==> src/rtl/ysyx_25040111_burst_rsp.sv <==
// ysyx_25040111_burst_rsp
//   Responder for the per-beat cache refill protocol. The first rstart of a
//   refill opens one INCR AXI4 read burst of rlen+1 beats. Returned beats are
//   buffered in a small FIFO. Each rstart is answered by exactly one rok pulse
//   carrying the next word in burst order.
//
// Configuration macro:
//   YSYX_25040111_ADDRCHK_EN - when defined, every rstart after the first is
//   checked against the expected sequential beat address. A mismatch sets err.
//
// Ports:
//   clock, reset        clock; synchronous active-high reset
//   rstart/raddr/rlen   beat request, beat address, refill length-1
//   rok/rdata           one-cycle response pulse and returned word
//   err                 sticky error flag (bad rresp, rlast, over-request, address)
//   ar*                 AXI4 read address channel (arid is tied to 0)
//   rvalid/rready/rdata_i/rresp/rlast  AXI4 read data channel
module ysyx_25040111_burst_rsp #(
  parameter int BUF_AW = 2,
  parameter int ID_W   = 4
) (
  input  logic            clock,
  input  logic            reset,
  input  logic            rstart,
  input  logic [31:0]     raddr,
  input  logic [7:0]      rlen,
  output logic            rok,
  output logic [31:0]     rdata,
  output logic            err,
  output logic            arvalid,
  input  logic            arready,
  output logic [31:0]     araddr,
  output logic [7:0]      arlen,
  output logic [2:0]      arsize,
  output logic [1:0]      arburst,
  output logic [ID_W-1:0] arid,
  input  logic            rvalid,
  output logic            rready,
  input  logic [31:0]     rdata_i,
  input  logic [1:0]      rresp,
  input  logic            rlast
);

  localparam int             DEPTH   = 1 << BUF_AW;
  localparam logic [BUF_AW:0] PTR_ONE = (BUF_AW + 1)'(1);

  typedef enum logic [1:0] {IDLE, AR, DATA} state_t;

  state_t          state;
  logic [31:0]     mem [DEPTH];
  logic [BUF_AW:0] wptr, rptr;
  logic [8:0]      total;   // beats in this refill (rlen+1, up to 256)
  logic [8:0]      served;  // rok pulses already issued
  logic [8:0]      pend;    // accepted rstarts not yet answered
  logic [8:0]      rcvd;    // beats accepted from the R channel

  logic fifo_empty, fifo_full, push, serve;
  logic over_req, req_ok, last_beat, beat_err, addr_err;

  assign arsize  = 3'b010;
  assign arburst = 2'b01;
  assign arid    = '0;

  // Extra-bit pointers: equal means empty, equal except for the MSB means full.
  assign fifo_empty = (wptr == rptr);
  assign fifo_full  = (wptr[BUF_AW] != rptr[BUF_AW]) &&
                      (wptr[BUF_AW-1:0] == rptr[BUF_AW-1:0]);

  // Stop accepting once the whole burst is in, so stray beats are never buffered.
  assign rready = (state == DATA) && !fifo_full && (rcvd != total);
  assign push   = rvalid && rready;

  // A request beyond the refill's remaining beats is dropped and flagged.
  assign over_req = (state != IDLE) && rstart && (pend == total - served);
  assign req_ok   = (state != IDLE) && rstart && !over_req;

  // A beat arriving into an empty FIFO is served straight through in the same
  // cycle, which keeps first-beat latency at one cycle after the R handshake.
  assign serve = (state == DATA) && ((pend != 9'd0) || req_ok) && (!fifo_empty || push);

  assign last_beat = (rcvd + 9'd1 == total);
  assign beat_err  = push && ((rresp != 2'b00) || (rlast != last_beat));

`ifdef YSYX_25040111_ADDRCHK_EN
  // served+pend is the index of the beat this rstart asks for; it does not
  // change when a serve coincides with the request.
  logic [31:0] exp_addr;
  assign exp_addr = araddr + {21'd0, served + pend, 2'b00};
  assign addr_err = req_ok && (raddr != exp_addr);
`else
  assign addr_err = 1'b0;
`endif

  // NOTE: the buffer is small, so it is cleared with the rest of the state;
  // the pointers alone already guarantee stale words are never read.
  always_ff @(posedge clock) begin
    if (reset) begin
      for (int i = 0; i < DEPTH; i++) mem[i] <= '0;
    end else if (push) begin
      mem[wptr[BUF_AW-1:0]] <= rdata_i;
    end
  end

  // NOTE: all state uses non-blocking assignments so every register samples
  // the pre-edge values; later assignments in this block override earlier ones.
  always_ff @(posedge clock) begin
    if (reset) begin
      state   <= IDLE;
      rok     <= 1'b0;
      rdata   <= '0;
      err     <= 1'b0;
      arvalid <= 1'b0;
      araddr  <= '0;
      arlen   <= '0;
      wptr    <= '0;
      rptr    <= '0;
      total   <= '0;
      served  <= '0;
      pend    <= '0;
      rcvd    <= '0;
    end else begin
      rok  <= serve;
      pend <= pend + {8'd0, req_ok} - {8'd0, serve};

      if (serve) begin
        rdata  <= fifo_empty ? rdata_i : mem[rptr[BUF_AW-1:0]];
        rptr   <= rptr + PTR_ONE;
        served <= served + 9'd1;
      end

      if (push) begin
        wptr <= wptr + PTR_ONE;
        rcvd <= rcvd + 9'd1;
      end

      if (beat_err || over_req || addr_err) err <= 1'b1;

      unique case (state)
        IDLE: if (rstart) begin
          araddr  <= raddr;
          arlen   <= rlen;
          total   <= {1'b0, rlen} + 9'd1;
          served  <= '0;
          rcvd    <= '0;
          pend    <= 9'd1;
          arvalid <= 1'b1;
          state   <= AR;
        end
        AR: if (arready) begin
          arvalid <= 1'b0;
          state   <= DATA;
        end
        DATA: if (served == total) state <= IDLE;
        default: state <= IDLE;
      endcase
    end
  end

endmodule
==> config.mk <==
export PLATFORM = sky130hd
export DESIGN_NAME = ysyx_25040111_burst_rsp
export DESIGN_NICKNAME = d
export VERILOG_FILES = /design/src/rtl/ysyx_25040111_burst_rsp.sv
export SDC_FILE = /design/constraint.sdc
export NUM_CORES = 1
export LEC_CHECK = 0
export CORE_AREA = 10 10 185 187
export DETAILED_ROUTE_END_ITERATION = 16
export DIE_AREA = 0 0 195 197
export PLACE_DENSITY = 0.65
export SLEW_MARGIN = 20
export SYNTH_ARGS = -nofsm -noshare
export SYNTH_HDL_FRONTEND = slang
export SYNTH_SLANG_ARGS = --single-unit
==> constraint.sdc <==
create_clock -name clock -period 6.5 [get_ports clock]
set_input_delay 1.625 -clock clock [delete_from_list [all_inputs] [get_ports clock]]
set_output_delay 1.625 -clock clock [all_outputs]
set_load 0.05 [all_outputs]
==> results.sh <==
export IMPL_status="finished, final reports clean"
export IMPL_cts_root_buffer="clkbuf_16"
export IMPL_initial_core_util_pct=39.68
export IMPL_endpoint_kind="register"
export IMPL_portBuffers=155
export IMPL_clk_pin_slew_ns=0.06
export IMPL_worst_slew_pin_transition_ns=1.009
export IMPL_drc=0
export IMPL_synth_lib_cells_used_distinct=63
export IMPL_slew_headroom_pct=32.74
export IMPL_dr_wl_met2_mm=15.80
export IMPL_fin_setup_tns_ns=0
export IMPL_routed_top_layer="met5"
export IMPL_globalRouteTotalUtil_pct=16.21
export IMPL_yosys_area_share_xor_xnor_pct=3.700
export IMPL_crit_type="reg2reg"
export IMPL_finalWeightedCongestion=0.9093
export IMPL_ff_latch_area_sq_um=6227
export IMPL_first_iter_violations=603
export IMPL_ys_warn_count=0
export IMPL_insertion_delay_ns=0.57
export IMPL_pre_cts_ws_ns=1.515
export IMPL_synth_compound_gate_area_share_pct=9.338
export IMPL_die_area_sq_um=38420
export IMPL_yosys_area_top_type="edfxtp_1"
export IMPL_wirelength_mm=32.13
export IMPL_yosysMostFrequentCell="edfxtp_1"
export IMPL_hold_violations=0
export IMPL_n_fill_cell=2763
export IMPL_fin_ws_ns=1.814
export IMPL_async_flop_share_pct=0
export IMPL_instances_no_fill=1635
export IMPL_synth_area_leaders="edfxtp_1, dfxtp_1, mux4_2"
export IMPL_r2r_cells=22
export IMPL_ys_ff_latch=247
export IMPL_coreArea_sq_um=30430
export IMPL_avgSynthCellArea_sq_um=11.06
export IMPL_overflow=0
export IMPL_layout_nets=1324
export IMPL_drt_pass1_iterations=4
export IMPL_syn_to_final_growth_pct=23.47
export IMPL_fin_skew_ns=0.02672
export IMPL_synth_cells=1092
export IMPL_hp_start="araddr[26]"
export IMPL_p_total_uw=4218
export IMPL_tritoncts="built"
export IMPL_utilization_pct=48.99
export IMPL_timing_rr_end="pend[8]"
export IMPL_place_inst=1582
export IMPL_setup_violations=0
export IMPL_netlist_area_leader_share_pct=31.84
export IMPL_worstHoldPathCells=2
export IMPL_wl_met1_mm=13.93
export IMPL_ys_flop_type="edfxtp_1"
export IMPL_powerDensity_nw_per_um2=282.9
export IMPL_synth_edf_count=128
export IMPL_yosys_area_share_simple_pct=18.37
export IMPL_grt_pass1_wl_mm=50.62
export IMPL_path_max_fanout=35
export IMPL_vdd_ir_drop_worst_uv=174.4
export IMPL_muxShareOfSynthArea_pct=9.742
export IMPL_antenna_found_initial=1
export IMPL_met3WireLength_mm=1.742
export IMPL_drive_above_1_share_pct=10.99
export IMPL_min_path_type="reg2reg"
export IMPL_maxCapViolCount=0
export IMPL_wire_per_inst_microns=19.65
export IMPL_htreeDepth=1
export IMPL_seq_area_frac_synth_pct=51.57
export IMPL_netlist_top_cells_count="edfxtp_1, nand2_1, dfxtp_1, and2_1, clkbuf_1"
export IMPL_ios=165
export IMPL_clock_sinks=247
export IMPL_cts_resized=0
export IMPL_dp_hpwl_mm=20.04
export IMPL_slew_viol_final=0
export IMPL_postCtsSetupBuffers=0
export IMPL_vias=8621
export IMPL_p_leak_uw=0.005595
export IMPL_crit_path_start_kind="register"
export IMPL_ctsHoldBuffers=0
export IMPL_rows=64
export IMPL_synth_top_family_by_area="simple AND/OR/NAND/NOR gates"
export IMPL_grt_max_degree=69
export IMPL_die_w_microns=195
export IMPL_multiInputGateArea_sq_um=5430
export IMPL_period_needed_ns=4.686
export IMPL_drtAntennaViolNets=0
export IMPL_cts_path_max_buffers=3
export IMPL_die_y_microns=197
export IMPL_via_per_inst=5.273
export IMPL_syn_area_sq_um=12070
export IMPL_cp_required_ns=6.94
export IMPL_rsz0062_at_grt="no"
export IMPL_synth_fa_ha_area_share_pct=3.026
export IMPL_rr_startpoint="total[0]"
export IMPL_worstPathArrival_ns=5.12
export IMPL_numCtsBuffers=28
export IMPL_min_to="araddr[26]"
export IMPL_grt_pass1_vias=8777
export IMPL_fmax_mhz=213.4
export IMPL_r2r_slack_ns=1.81
export IMPL_min_period_over_period_pct=72.10
## per-layer routing
metal	track usage [%]	vias to the layer above
met5	0	-
met4	3.959	2
met3	3.293	47
met2	28.13	175
met1	20.23	4225
li1	-	4172
## cell usage in the layout (no fill, tap or decap), types with 26 or more instances in the layout
cell type | netlist | routed
clkdlybuf4s50_1 | 0 | 154
edfxtp_1 | 128 | 128
nand2_1 | 124 | 123
dfxtp_1 | 119 | 118
and2_1 | 99 | 99
a21oi_1 | 58 | 58
mux2i_1 | 44 | 44
nor3_1 | 40 | 39
nor2_1 | 39 | 38
nor2b_1 | 37 | 36
and3_1 | 34 | 34
mux4_2 | 32 | 32
xnor2_1 | 28 | 28
clkbuf_16 | 0 | 28
ha_1 | 26 | 26
## kinds of logic (layout without fill, tap and decap cells)
logic type      count (synthesis)  in the layout
simple gates                  426            426
flops                         247            247
compound gates                151            151
buf+inv                       110            249
mux                            77             77
xor+xnor                       51             51
fa+ha+maj                      28             28
other cells                     2             10
## critical path: stages, from the launching register on
cell and delay [ns]:
dfxtp_1 0.36, inv_1 0.07, ha_1 0.21, fa_1 0.40, nand2b_1 0.20, a211oi_1 0.29
o31ai_1 0.11, a211o_1 0.28, o31a_2 0.33, buf_4 0.27, clkinv_4 0.15, a21oi_4 0.06
ha_1 0.29, inv_1 0.04, ha_1 0.20, fa_1 0.40, a21oi_1 0.14, o21bai_1 0.10
a21oi_1 0.16, o21bai_1 0.11, a21oi_1 0.16, o21bai_1 0.09, mux2i_1 0.12
## registers in the layout, summed over array words and instances (netlist names), 8 cells and up
signal and cells:
araddr 32, arlen 8, mem 128, pend 9
rcvd 9, rdata 32, served 9, total 9
## metrics by stage
stage | cell area (sq um) | hold slack [ns]
after floorplan | 12100 | 0.4347
after detailed placement | 13920 | 0.4476
final | 14910 | 0.4526
after global routing | 14900 | 0.4688
after CTS | 14900 | 0.4554
after global placement | 13920 | 0.4411
## power by group
group / leakage, uW / internal, uW / switching, uW
combinational: 0.00281 / 312 / 500
clock: 0.000489 / 974 / 665
sequential: 0.00229 / 1720 / 51.4
total: 0.00559 / 3000 / 1220
## area by class of cell
class | instances | area share, %
Sequential cell | 247 | 41.77
Multi-Input combinational cell | 742 | 36.43
Timing Repair Buffer | 171 | 11.20
Clock buffer | 37 | 5.531
Tap cell | 396 | 3.324
Clock inverter | 15 | 1.041
Inverter | 26 | 0.6883
Antenna cell | 1 | 0.01679
## how the worst max path moves through the flow
stage	from	end	cells past startpoint
5_1_grt	total[0]	pend[7]	21
3_5_place_dp	rstart	pend[7]	16
2_1_floorplan	rvalid	mem[3][0]	2
3_3_place_gp	rstart	pend[7]	16
4_1_cts	total[0]	pend[8]	22
6_report	total[0]	pend[8]	22
(Power assumes the default switching activity.)
